===== config.mk =====
export PLATFORM = sky130hd
export DESIGN_NAME = button_debounce_flat
export DESIGN_NICKNAME = d
export VERILOG_FILES = /design/src/rtl/button_debounce_if.sv /design/src/rtl/button_debounce.sv /design/src/flat_wrapper.sv
export SDC_FILE = /design/constraint.sdc
export NUM_CORES = 1
export LEC_CHECK = 0
export ABC_AREA = 0
export CAP_MARGIN = 0
export CORE_ASPECT_RATIO = 0.8
export CORE_UTILIZATION = 50
export CTS_BUF_LIST = sky130_fd_sc_hd__clkbuf_4 sky130_fd_sc_hd__clkbuf_8
export DETAILED_ROUTE_END_ITERATION = 10
export PLACE_DENSITY = 0.79
export SLEW_MARGIN = 5
export SYNTH_ARGS = -nofsm -noshare
export SYNTH_HDL_FRONTEND = slang
export SYNTH_SLANG_ARGS = --single-unit

===== constraint.sdc =====
create_clock -name clk_i -period 3.6 [get_ports clk_i]
set_input_delay 0.54 -clock clk_i [delete_from_list [all_inputs] [get_ports clk_i]]
set_output_delay 0.54 -clock clk_i [all_outputs]
set_load 0.005 [all_outputs]

===== src/rtl/button_debounce_if.sv =====
// Button conditioner bus.
// Groups the per-button signals between the board pins and the debouncer.
// Signal names keep the debouncer's port names so existing wiring maps directly.
//   btn_i   raw asynchronous button pins               (master -> slave)
//   clear_i per-bit clear of the sticky press flag     (master -> slave)
//   btn_o   debounced level, 1 = pressed               (slave -> master)
//   rise_o  1-cycle pulse when btn_o goes 0->1         (slave -> master)
//   fall_o  1-cycle pulse when btn_o goes 1->0         (slave -> master)
//   press_o sticky press flag, set by rise             (slave -> master)
interface button_debounce_if #(
  parameter int unsigned NumBtn = 3
);
  logic [NumBtn-1:0] btn_i;
  logic [NumBtn-1:0] clear_i;
  logic [NumBtn-1:0] btn_o;
  logic [NumBtn-1:0] rise_o;
  logic [NumBtn-1:0] fall_o;
  logic [NumBtn-1:0] press_o;

  modport master (
    output btn_i,
    output clear_i,
    input  btn_o,
    input  rise_o,
    input  fall_o,
    input  press_o
  );

  modport slave (
    input  btn_i,
    input  clear_i,
    output btn_o,
    output rise_o,
    output fall_o,
    output press_o
  );
endinterface


===== src/rtl/button_debounce.sv =====
// Push-button conditioner.
// Per bit: 2-flop synchronizer, stability-count debouncer, registered edge
// detector and a sticky press flag that software clears with clear_i.
// Ports:
//   clk_i   system clock (SoC domain)
//   rst_ni  synchronous active-low reset
//   bus     button_debounce_if slave: btn_i/clear_i in, btn_o/rise_o/fall_o/press_o out
// Parameters:
//   NumBtn       number of independent buttons (>=1)
//   StableCycles cycles a new level must hold before it is accepted (>=1)
//   InvertIn     1 = pins are active-low; inverted after synchronization
module button_debounce #(
  parameter int unsigned NumBtn       = 3,
  parameter int unsigned StableCycles = 60000,
  parameter bit          InvertIn     = 1'b0
) (
  input  logic            clk_i,
  input  logic            rst_ni,
  button_debounce_if.slave bus
);

  localparam int unsigned CntWidth = $clog2(StableCycles + 1);
  localparam logic [CntWidth-1:0] CntMax = CntWidth'(StableCycles - 1);
  localparam logic [NumBtn-1:0] InvMask = {NumBtn{InvertIn}};

  // Synchronizer: s1 -> s2 with nothing in between.
  logic [NumBtn-1:0] s1_q, s2_q;
  logic [NumBtn-1:0] lvl;

  logic [CntWidth-1:0] cnt_q [NumBtn];
  logic [CntWidth-1:0] cnt_d [NumBtn];

  logic [NumBtn-1:0] btn_q, btn_d;
  logic [NumBtn-1:0] rise_q, rise_d;
  logic [NumBtn-1:0] fall_q, fall_d;
  logic [NumBtn-1:0] press_q, press_d;

  always_comb begin
    lvl   = s2_q ^ InvMask;
    btn_d = btn_q;
    cnt_d = '{default: '0};
    for (int unsigned i = 0; i < NumBtn; i++) begin
      // Any sample matching the accepted level leaves cnt_d at 0, which is
      // what restarts the count after a glitch.
      if (lvl[i] != btn_q[i]) begin
        if (cnt_q[i] == CntMax) begin
          btn_d[i] = lvl[i];
        end else begin
          cnt_d[i] = cnt_q[i] + CntWidth'(1);
        end
      end
    end
    rise_d  = btn_d & ~btn_q;
    fall_d  = ~btn_d & btn_q;
    // Set dominates clear when both land on the same edge.
    press_d = (press_q & ~bus.clear_i) | rise_d;
  end

  always_ff @(posedge clk_i) begin
    if (!rst_ni) begin
      s1_q    <= InvMask;
      s2_q    <= InvMask;
      cnt_q   <= '{default: '0};
      btn_q   <= '0;
      rise_q  <= '0;
      fall_q  <= '0;
      press_q <= '0;
    end else begin
      s1_q    <= bus.btn_i;
      s2_q    <= s1_q;
      cnt_q   <= cnt_d;
      btn_q   <= btn_d;
      rise_q  <= rise_d;
      fall_q  <= fall_d;
      press_q <= press_d;
    end
  end

  assign bus.btn_o   = btn_q;
  assign bus.rise_o  = rise_q;
  assign bus.fall_o  = fall_q;
  assign bus.press_o = press_q;

  // A bit can only change in one direction per edge.
  a_no_rise_and_fall : assert property (@(posedge clk_i) disable iff (!rst_ni)
    (rise_q & fall_q) == '0);

endmodule


===== src/flat_wrapper.sv =====
// flat-port wrapper written by rule: the top's interface ports become plain ports
module button_debounce_flat 
#(
  parameter int unsigned NumBtn       = 3,
  parameter int unsigned StableCycles = 60000,
  parameter bit          InvertIn     = 1'b0
)
  (clk_i, rst_ni, bus_btn_i, bus_clear_i, bus_btn_o, bus_rise_o, bus_fall_o, bus_press_o);
  button_debounce_if #(.NumBtn(NumBtn)) bus_i ();
  input  logic clk_i;
  input  logic rst_ni;
  input wire logic [$bits(bus_i.btn_i)-1:0] bus_btn_i;
  input wire logic [$bits(bus_i.clear_i)-1:0] bus_clear_i;
  output wire logic [$bits(bus_i.btn_o)-1:0] bus_btn_o;
  output wire logic [$bits(bus_i.rise_o)-1:0] bus_rise_o;
  output wire logic [$bits(bus_i.fall_o)-1:0] bus_fall_o;
  output wire logic [$bits(bus_i.press_o)-1:0] bus_press_o;
  assign bus_i.btn_i = bus_btn_i;
  assign bus_i.clear_i = bus_clear_i;
  assign bus_btn_o = bus_i.btn_o;
  assign bus_rise_o = bus_i.rise_o;
  assign bus_fall_o = bus_i.fall_o;
  assign bus_press_o = bus_i.press_o;
  button_debounce #(.NumBtn(NumBtn), .StableCycles(StableCycles), .InvertIn(InvertIn)) u_core (.clk_i(clk_i), .rst_ni(rst_ni), .bus(bus_i));
endmodule

======== Yosys cells after proc, flatten, opt, wreduce, memory -nomap -nowiden ========
Index checks and enable logic that the tools add are counted.
word-level totals
  output and inout bits ................... 12
  memory bits (writable) .................. 0
  input bits .............................. 8
  register bits ........................... 66
  memories kept ........................... 0
  memory bits (read-only) ................. 0
  bits in latches ......................... 0
cells by class
  bitwise operators ....................... 11
  $add $sub $neg .......................... 3
  divide/modulo/power cells ............... 0
  reductions and logical operators ........ 3
  muxes and demuxes ....................... 6
  multiply operators ...................... 0
  eq/ne operators ......................... 6
  magnitude comparators ................... 0
  shift-type cells ........................ 0
operators by type and width
  kind                     number
  $add A16 B1 Y16 const B  3
  $eq A16 B16 Y1 const B   3
  $and A3 B3 Y3            3
  $not A3 Y3               3
  $reduce_or A3 Y1         3
  $mux W1                  6
  $not A1 Y1               4
  $ne A1 B1 Y1             3
  $or A3 B3 Y3             1

======== Longest topological paths before layout ========
Gate-level depths: netlist (run 1).
  depth in word-level cells ............... 5
  mapped depth ............................ 7
  gate-level depth less buffers ........... 5

======== Worst setup path before layout (run 1) ========
Ideal clock, no wire load.
  path type ............................... reg2reg
  start ................................... register u_core.cnt_q[0] (netlist bit)
  end ..................................... register u_core.cnt_q[10] (netlist bit)
  setup time .............................. 115 ps
  path slack .............................. 1686 ps
  clock period less this slack ............ 1914 ps
  data arrival time ....................... 1799 ps
  cell stages (with the launch flop) ...... 7
  cell sequence ........................... dfxtp_1 > ha_1 > nand4_1 > or4_1 > nand3_1 > buf_4 > nor2_1
on the way
  cells in the longest elaborated chain, start to end .. 2
  elaborated cells between the ends (all ways) .. 3
  those cells by class .................... 1 x add/sub; 1 x eq/ne; 1 x reduce/logical
RTL lines
  what                                                     RTL line               source
  start: declaration                                       button_debounce.sv:30  logic [CntWidth-1:0] cnt_q [NumBtn];
  start signal: assignment                                 button_debounce.sv:71  cnt_q <= cnt_d;
  branches (longest 2 deep; another with $add A16 B1 Y16)  --
Parallel ways; which one is timed is not known.
A chain may end at the register's enable or synchronous reset.

======== Worst setup path in the final report (run 1) ========
  start ................................... register u_core.cnt_q[0] (netlist bit)
  end ..................................... register u_core.cnt_q[7] (netlist bit)
The elaborated chain is that of the path after synthesis.

==> results of run 1 <==
-- cell usage after synthesis, types with 5 or more instances --
library cell,n
nand2_1,13
nor4_1,6
inv_1,13
and2_1,11
xnor2_1,23
nand3_1,20
xor2_1,17
nand4_1,11
nor2_1,53
a21oi_1,5
dfxtp_1,66
nor3_1,8
-- final cells by class --
type | instances | area, um2
Fill cell | 445 | 1966
Inverter | 13 | 48.80
Tap cell | 62 | 77.57
Multi-Input combinational cell | 214 | 1315
Clock inverter | 6 | 66.31
Timing Repair Buffer | 19 | 190.2
Sequential cell | 66 | 1321
Clock buffer | 10 | 137.6
-- stage by stage --
step	utilization [%]	hold WS [ps]	area, um2
after floorplan	-	411.9	2713
after global placement	57.65	417.0	2953
after detailed placement	57.65	418.5	2953
after CTS	61.63	434.0	3157
after global routing	61.63	443.8	3157
final	61.63	430.6	3157
-- routing by layer --
metal	up-vias	global-route usage, %	part of all wire [%]
met5	-	0	0
met1	925	24.51	52
met3	5	8.685	3.8
met2	22	31.25	44
met4	0	5.085	0.78
li1	1062	-	-
-- final timing paths --
kind	endpoint	slack (ps)	depth (start not counted)
worst min register to register	u_core.lvl[1]	430	1
worst max register to register	u_core.cnt_q[7]	1320	5
worst max-delay path	u_core.cnt_q[7]	1320	5
worst min-delay path	u_core.lvl[1]	430	1
-- layout by cell type (no fill, tap or decap), drive strengths merged, types with 5 or more instances in the layout --
master          n
dfxtp          66
nor2           53
xnor2          23
nand3          21
clkdlybuf4s50  19
xor2           17
nand2          13
inv            13
nand4          11
and2           11
clkbuf         10
nor3            8
nor4            6
a21oi           5
-- report_power, final --
group | internal [mW] | switching (mW)
registers | 0.734 | 0.00285
logic | 0.0103 | 0.0105
clock network | 0.338 | 0.288
-- registers in the layout (all words and copies together), names as in the netlist --
| register | cells |
|---|---|
| u_core.bus.btn_o | 3 |
| u_core.bus.fall_o | 3 |
| u_core.bus.press_o | 3 |
| u_core.bus.rise_o | 3 |
| u_core.cnt_q | 48 |
| u_core.lvl | 3 |
| u_core.s1_q | 3 |
-- logic make-up after synthesis --
| family | synth area share (%) |
|---|---|
| mux | 1.107 |
| buf+inv | 2.814 |
| flops | 48.71 |
| xor+xnor | 12.91 |
| simple gates | 30.44 |
| compound gates | 2.629 |
| fa+ha+maj | 1.384 |
==> flow_summary.yaml, run 1 <==
timing:
  setup_tns_ps: 0
  max_freq_ghz: 0.4386
  rsz0062_at_grt: "false"
  min_period_over_period_pct: 63.33
  finalWorstSetupSlack_ps: 1320
  max_slew_margin_pct: 59.23
  tightest_slew_ps: 609.8
  hold_viol: 0
  finClkSkew_ps: 7.999
  slew_viol_final: 0
  setup_viol: 0
  fin_crit_ps: 2280
routing:
  ant_nets: 0
  drc: 0
  routed_wl_um: 4894
  drt_iter0_drc: 64
  dr.pass1.iters: 4
  vias: 2014
  wl_per_cell_um: 12.55
  via_per_inst: 5.164
synthesis:
  synth.distinct_cells: 36
  synth_edf_count: 0
  yosysWarnings: 0
  yosys.area.top_type: "dfxtp_1"
  yosysSeqAreaShare_pct: 48.71
  synthFlopType: "dfxtp_1"
  ys_async_sr_fraction_pct: 0
  syn_inst: 299
  synth_top_cell_area_share_pct: 48.71
  synth_nets: 310
  netlist_area_um2: 2713
  synth_area_leaders: "dfxtp_1 (49%), xnor2_1 (7.4%), nor2_1 (7.3%), xor2_1 (5.5%), nand3_1 (3.7%)"
  avgSynthCellArea_um2: 9.072
  ys_seq_elements: 66
place:
  hpwl_um: 3369
  preCtsSetupSlack_ps: 1343
  finalWeightedCongestion: 0.8261
  io_buffers: 19
  place_inst: 374
cells_and_area:
  layout.nets: 334
  synthToLayoutAreaGrowth_pct: 16.37
  fin_cells: 390
  drive_gt1_share_pct: 5.793
  diodes: 0
floorplanning:
  row_count: 23
  start_util_pct: 52.96
  core_area_um2: 5122
  dieWidth_um: 84.35
  pin_count: 20
  die_height_um: 67.88
  die-area_um2: 5726
setup_path:
  cp_num_buf_inv: 0
  worst_path_max_delay_cell: "or4_1"
  crit_family: "simple AND/OR/NAND/NOR gates"
  critPathKind: "flip-flop to flip-flop"
  cp.arrival_ps: 2480
  crit_fanout: 16
  cp-end-kind: "flip-flop"
  cp_slowest_stage_delay_ps: 660
  crit_path_start_kind: "flip-flop"
  cp_cell_sequence: "ha_1 -> nand4_1 -> or4_1 -> nand3_1 -> nor2_1"
  r2r-start: "u_core.cnt_q[0]"
  crit_required_ps: 3800
  cp-startpoint: "u_core.cnt_q[0]"
flow_run:
  drv_cap: 0
clock_tree:
  cts_resized: 0
  cts_tree: "done"
  post_cts_buffers: 0
  clkLatencyLatePin_ps: 340
  cts_buffers: 9
  clk_pin_slew_ps: 70
  htreeDepth: 3
  cts_max_path_buffers: 2
  clock-sinks: 66
  postCtsHoldBufs: 0
  root_buffer: "clkbuf_8"
global_route:
  grt_use_total_pct: 19.55
  grt_overflow: 0
  grt_start_max_net_pins: 17
  grt_pass1_wl_um: 8556
  antenna_found_initial: 0
  grt_pass1_vias: 1883
run_status:
  status: "completed"
power:
  leakagePower_nw: 1.007
  power_density_nw_per_um2: 438.2
  total_power_mw: 1.383
  ir_worst_vdd_uv: 404.2
min_path:
  hold_path.class: "flip-flop to flip-flop"
  hp-start: "u_core.s1_q[1]"
No activity file was read; power rests on OpenSTA's default activity.
==> inputs of run 2 (changes only) <==
==> constraint.sdc (replaced) <==
create_clock -name clk_i -period 2.3 [get_ports clk_i]
set_input_delay 0.345 -clock clk_i [delete_from_list [all_inputs] [get_ports clk_i]]
set_output_delay 0.345 -clock clk_i [all_outputs]
set_load 0.005 [all_outputs]
==> flow_summary.yaml, run 2 (synthesis results as in run 1) <==
routing:
  route.met2.wl_um: 2306
  dr.pass1.iters: 4
  vias: 2068
  top_layer: "met4"
  ant_nets: 0
  routed_wl_um: 5121
  drt_iter0_drc: 56
  wl_per_cell_um: 13.03
  via_per_inst: 5.262
  drt-met1-wl_um: 2544
  met3_length_um: 206
  drc: 0
cells_and_area:
  multi_input_area_um2: 1315
  layout.nets: 337
  drive_gt1_share_pct: 6.647
  finalInstanceArea_um2: 3184
  fill_cells: 443
  diodes: 0
  largest_reg_flops: 48
  layout_common_cells: "dfxtp_1 (66), nor2_1 (53), xnor2_1 (23)"
  fin_cells: 393
  regMostFlops: "u_core.cnt_q"
  seq_area_um2: 1321
  synthToLayoutAreaGrowth_pct: 17.39
  final_common_cell: "dfxtp_1"
floorplanning:
  start_util_pct: 52.96
  pin_count: 20
  row_count: 23
  die_height_um: 67.88
  dieWidth_um: 84.35
  core_area_um2: 5122
  die-area_um2: 5726
setup_path:
  crit_fanout: 16
  rrSetupSlack_ps: 380
  cp-startpoint: "u_core.cnt_q[0]"
  crit_path_start_kind: "flip-flop"
  cp.arrival_ps: 2150
  cp-end-kind: "flip-flop"
  critPathKind: "flip-flop to flip-flop"
  r2r-end: "u_core.cnt_q[12]"
  endpoint: "u_core.cnt_q[12]"
  r2r-start: "u_core.cnt_q[0]"
  crit_required_ps: 2530
  r2r.worst_path.cells: 6
timing:
  finClkSkew_ps: 3.971
  rsz0062_at_grt: "false"
  max_slew_margin_pct: 59.32
  min_period_over_period_pct: 83.62
  tightest_slew_ps: 608.5
  setup_tns_ps: 0
  fin_crit_ps: 1923
  hold_viol: 0
  max_freq_ghz: 0.5200
  slew_viol_final: 0
  setup_viol: 0
  whs_ps: 435.3
clock_tree:
  cts_max_path_buffers: 2
  post_cts_buffers: 0
  clk_pin_slew_ps: 70
  clock-sinks: 66
  clkLatencyLatePin_ps: 340
  postCtsHoldBufs: 0
  cts_resized: 0
  cts_buffers: 9
  root_buffer: "clkbuf_8"
  cts_tree: "done"
  htreeDepth: 3
power:
  ir_worst_vdd_uv: 459.0
  power_density_nw_per_um2: 689.5
  total_power_mw: 2.196
  leakagePower_nw: 1.028
global_route:
  grt_pass1_wl_um: 8583
  grt_overflow: 0
  grt_use_total_pct: 19.94
  grt_start_max_net_pins: 17
  grt_pass1_vias: 1934
  antenna_found_initial: 0
place:
  io_buffers: 19
  finalWeightedCongestion: 0.7732
  place_inst: 377
  dpl_cell_area_um2: 2975
  hpwl_um: 3531
flow_run:
  drv_cap: 0
run_status:
  status: "completed"
min_path:
  hold_path.class: "flip-flop to flip-flop"
run 2: cell count changes in the layout (fill, tap and decap cells not counted):
cell / change
clkinv_4: -1
clkbuf_8: +1
clkinvlp_4: -1
buf_4: +3
clkbuf_4: +1
run 2: layout make-up:
type	count	area share, %
Clock inverter	4	1.572
Sequential cell	66	41.49
Multi-Input combinational cell	214	41.30
Clock buffer	12	4.990
Timing Repair Buffer	22	6.680
Inverter	13	1.532
Tap cell	62	2.436
run 2: report_power, final:
group          switching [mW]  internal (mW)
Sequential            0.00439           1.15
Combinational          0.0182         0.0179
Clock                   0.436          0.570
run 2: per-layer routing:
metal | global-route usage [%] | vias up
met5 | 0 | -
met4 | 8.051 | 0
met1 | 23.53 | 962
met3 | 9.047 | 6
li1 | - | 1078
met2 | 32.27 | 22
run 2: worst min path at each step:
stage                   startpoint       endpoint  slack, ps  cells past startpoint
finish              u_core.s1_q[2]  u_core.lvl[2]        440                      1
detailed placement  u_core.s1_q[1]  u_core.lvl[1]        420                      1
floorplan           u_core.s1_q[0]  u_core.lvl[0]        410                      1
global placement    u_core.s1_q[0]  u_core.lvl[0]        410                      1
CTS                 u_core.s1_q[2]  u_core.lvl[2]        440                      1
global route        u_core.s1_q[2]  u_core.lvl[2]        460                      1
run 2: stage by stage:
| step | worst slack [ps] | utilization [%] |
|---|---|---|
| floorplan | 386.3 | - |
| global placement | 433.0 | 58.09 |
| detailed placement | 378.8 | 58.09 |
| CTS | 375.0 | 62.16 |
| global route | 254.8 | 62.16 |
| finish | 376.8 | 62.16 |
run 2: critical path: stages (launching register included):
cell and delay, ps:
dfxtp_1 390, ha_1 230, nand4_1 130, or4_1 640
nand3_1 130, buf_4 220, nor2_1 80
==> variant: new RTL, settings of run 2 <==
`InvertIn` is set to 1'b0 in 2 places; all go to 1'b1.
--- a/src/rtl/button_debounce.sv
+++ b/src/rtl/button_debounce.sv
@@ -14,3 +14,3 @@
   parameter int unsigned StableCycles = 60000,
-  parameter bit          InvertIn     = 1'b0
+  parameter bit          InvertIn     = 1'b1
 ) (
--- a/src/flat_wrapper.sv
+++ b/src/flat_wrapper.sv
@@ -5,3 +5,3 @@
   parameter int unsigned StableCycles = 60000,
-  parameter bit          InvertIn     = 1'b0
+  parameter bit          InvertIn     = 1'b1
 )
Formal check against the unedited RTL: same outputs for any inputs over 10 cycles, from zero or initial values and one cycle with rst_ni low; that may be too few to reach the edited logic, so the function may still have changed.
==> variant against run 2 <==
- count of clock-buffer cells in the layout up 2
- total power down 4.8%
- wire length down 5.0%
- final area up 0.51%
- hold slack worse by 0.026 ns
- global-route usage down 1.5 points
- combinational power up 2%
- non-clock buffer count up 1
- sequential cell count unchanged
- sequential power about the same
- sequential share of layout area down 0.21 points
- worst setup slack better by 0.11 ns
- synthesized area up 2.1%
- largest cell class is now multi-input gates
- highest routed layer unchanged
==> variant: results (changes against run 2) <==
[sta]
relSlewSlack=0.675  ; +0.0814
slew_viol_final=0  ; unchanged
skew_ns=0.00342  ; -0.000547 ns

[synthesis]
postSynthNetCount=311  ; +0.32%
synth_common_cells=dfxtp_1, nor2_1, xor2_1
synth-seq-area-share=0.477  ; -0.00990
synth_cell_type_count=35  ; -2.8%
async_reset_ff_frac=0  ; unchanged
syn_inst=300  ; +0.33%
yosysWarnings=0  ; unchanged
synth_area_leaders=dfxtp_1, xor2_1, nor2_1

[global_routing]
grt_first_pass_wirelength_mm=8.19  ; -4.6%
grt_usage=0.184  ; -0.0155
antenna_found_initial=0  ; unchanged
grt_pass1_vias=1834  ; -5.2%
grt_max_degree=17  ; unchanged

[finish]
top_register=u_core.cnt_q
layout.nets=335  ; -0.59%
instances_no_fill=391  ; -0.51%
largest_reg_flops=48  ; unchanged
layout-drive-gt1-share=0.0821  ; +0.0156

[setup_path]
cpPeakStageDelay_ns=0.51  ; -0.13 ns
critPathTopFamily=simple AND/OR/NAND/NOR gates
arrival_ns=2.04  ; -0.11 ns
crit_path_end_kind=flip-flop
cp_slowest_cell=nor4_2
critPathMaxFanout=14  ; -2

[placed_design]
io_buffers=19  ; unchanged
place_inst=375  ; -0.53%
preCtsSetupSlack_ns=0.503  ; +0.125 ns
dp_hpwl_mm=3.39  ; -3.9%
gp_congestion=0.778  ; +0.63%

[cts]
cts-buffers-inserted=9  ; unchanged
cts.clk_slew.worst_paths_ns=0.06
h-tree-depth=3  ; unchanged
clock_path_buffers=2  ; unchanged
post_cts.repair.setup_buffers=0  ; unchanged
cts_resized=0  ; unchanged
clkLatencyLatePin_ns=0.33
root_buffer=clkbuf_8

[route]
drt-initial-drc-count=72  ; +29%
routedWlPerCell_um=12.4  ; -4.5%
via_per_inst=5.29  ; +0.46%
first_pass_iters=4  ; unchanged

[pwr]
ir_drop_mv=0.295  ; -36%
total_leakage_power_nw=1.09  ; +5.8%

[worst_hold_path]
hold_class=flip-flop to flip-flop

[status]
status=finished clean

variant: cell count changes after synthesis, sizes merged, moves of 4 or more:
cell          run 2  this run
xor2             17        24
and3              4         9
nor3b             4         0
nand3            21        16
inv              13         6
xnor2            23        13
buf               2         7
nand4            11        17
nor2b             0         6
variant: layer usage:
| metal | routed length [um] | share of wire | vias to the layer above | track usage |
|---|---|---|---|---|
| met3 | 245 | 0.050 | 9 | 0.0690 |
| li1 | - | - | 1074 | - |
| met2 | 2080 | 0.43 | 35 | 0.286 |
| met4 | 71 | 0.015 | 0 | 0.0763 |
| met1 | 2470 | 0.51 | 949 | 0.232 |
| met5 | 0 | 0 | - | 0 |
variant: logic make-up after synthesis:
logic type	share of synthesized area
and+or+nand+nor	0.325
DFF	0.477
xor gates and xnor gates	0.117
buffers and inverters	0.0285
AOI/OAI and AO/OA	0.0280
muxes	0.0108
adders and majority gates	0.0136
variant: layout make-up:
cell class,instances,area [um2]
clock buffer,14,180
clock inverter,2,10.0
fill,458,1980
inverter,6,22.5
multi-input combinational,218,1370
sequential,66,1320
tap,62,77.6
timing repair buffer,23,220
variant: worst paths after layout:
check	from	endpoint	slack, ns	cells after the start
min reg2reg	u_core.s1_q[2]$_SDFF_PN1_	u_core.s2_q[2]$_SDFF_PN1_	0.41	1
max	u_core.cnt_q[32]$_SDFF_PP0_	u_core.cnt_q[44]$_SDFF_PP0_	0.49	6
max reg2reg	u_core.cnt_q[32]$_SDFF_PP0_	u_core.cnt_q[44]$_SDFF_PP0_	0.49	6
min	u_core.s1_q[2]$_SDFF_PN1_	u_core.s2_q[2]$_SDFF_PN1_	0.41	1
variant: power breakdown:
group,switching [W],total (W),internal (W),leakage [nW]
clock network,0.000400,0.000900,0.000500,0.103
logic,0.0000167,0.0000369,0.0000201,0.451
registers,0.00000371,0.00115,0.00115,0.533
total,0.000420,0.00209,0.00167,1.09
variant: worst reg2reg max path: stages, from the launching register on:
cell and delay (ns):
dfxtp_1 0.40, ha_1 0.24, nand4_1 0.13, nor4_2 0.51
or2_0 0.17, buf_4 0.19, nor2_1 0.07
variant: stage by stage:
stage / power (W) / cell area, um2
6_report: 0.00209 / 3200
5_1_grt: 0.00218 / 3200
4_1_cts: 0.00212 / 3200
3_5_place_dp: 0.00122 / 3010
3_3_place_gp: 0.00121 / 3010
2_1_floorplan: 0.00120 / 2770
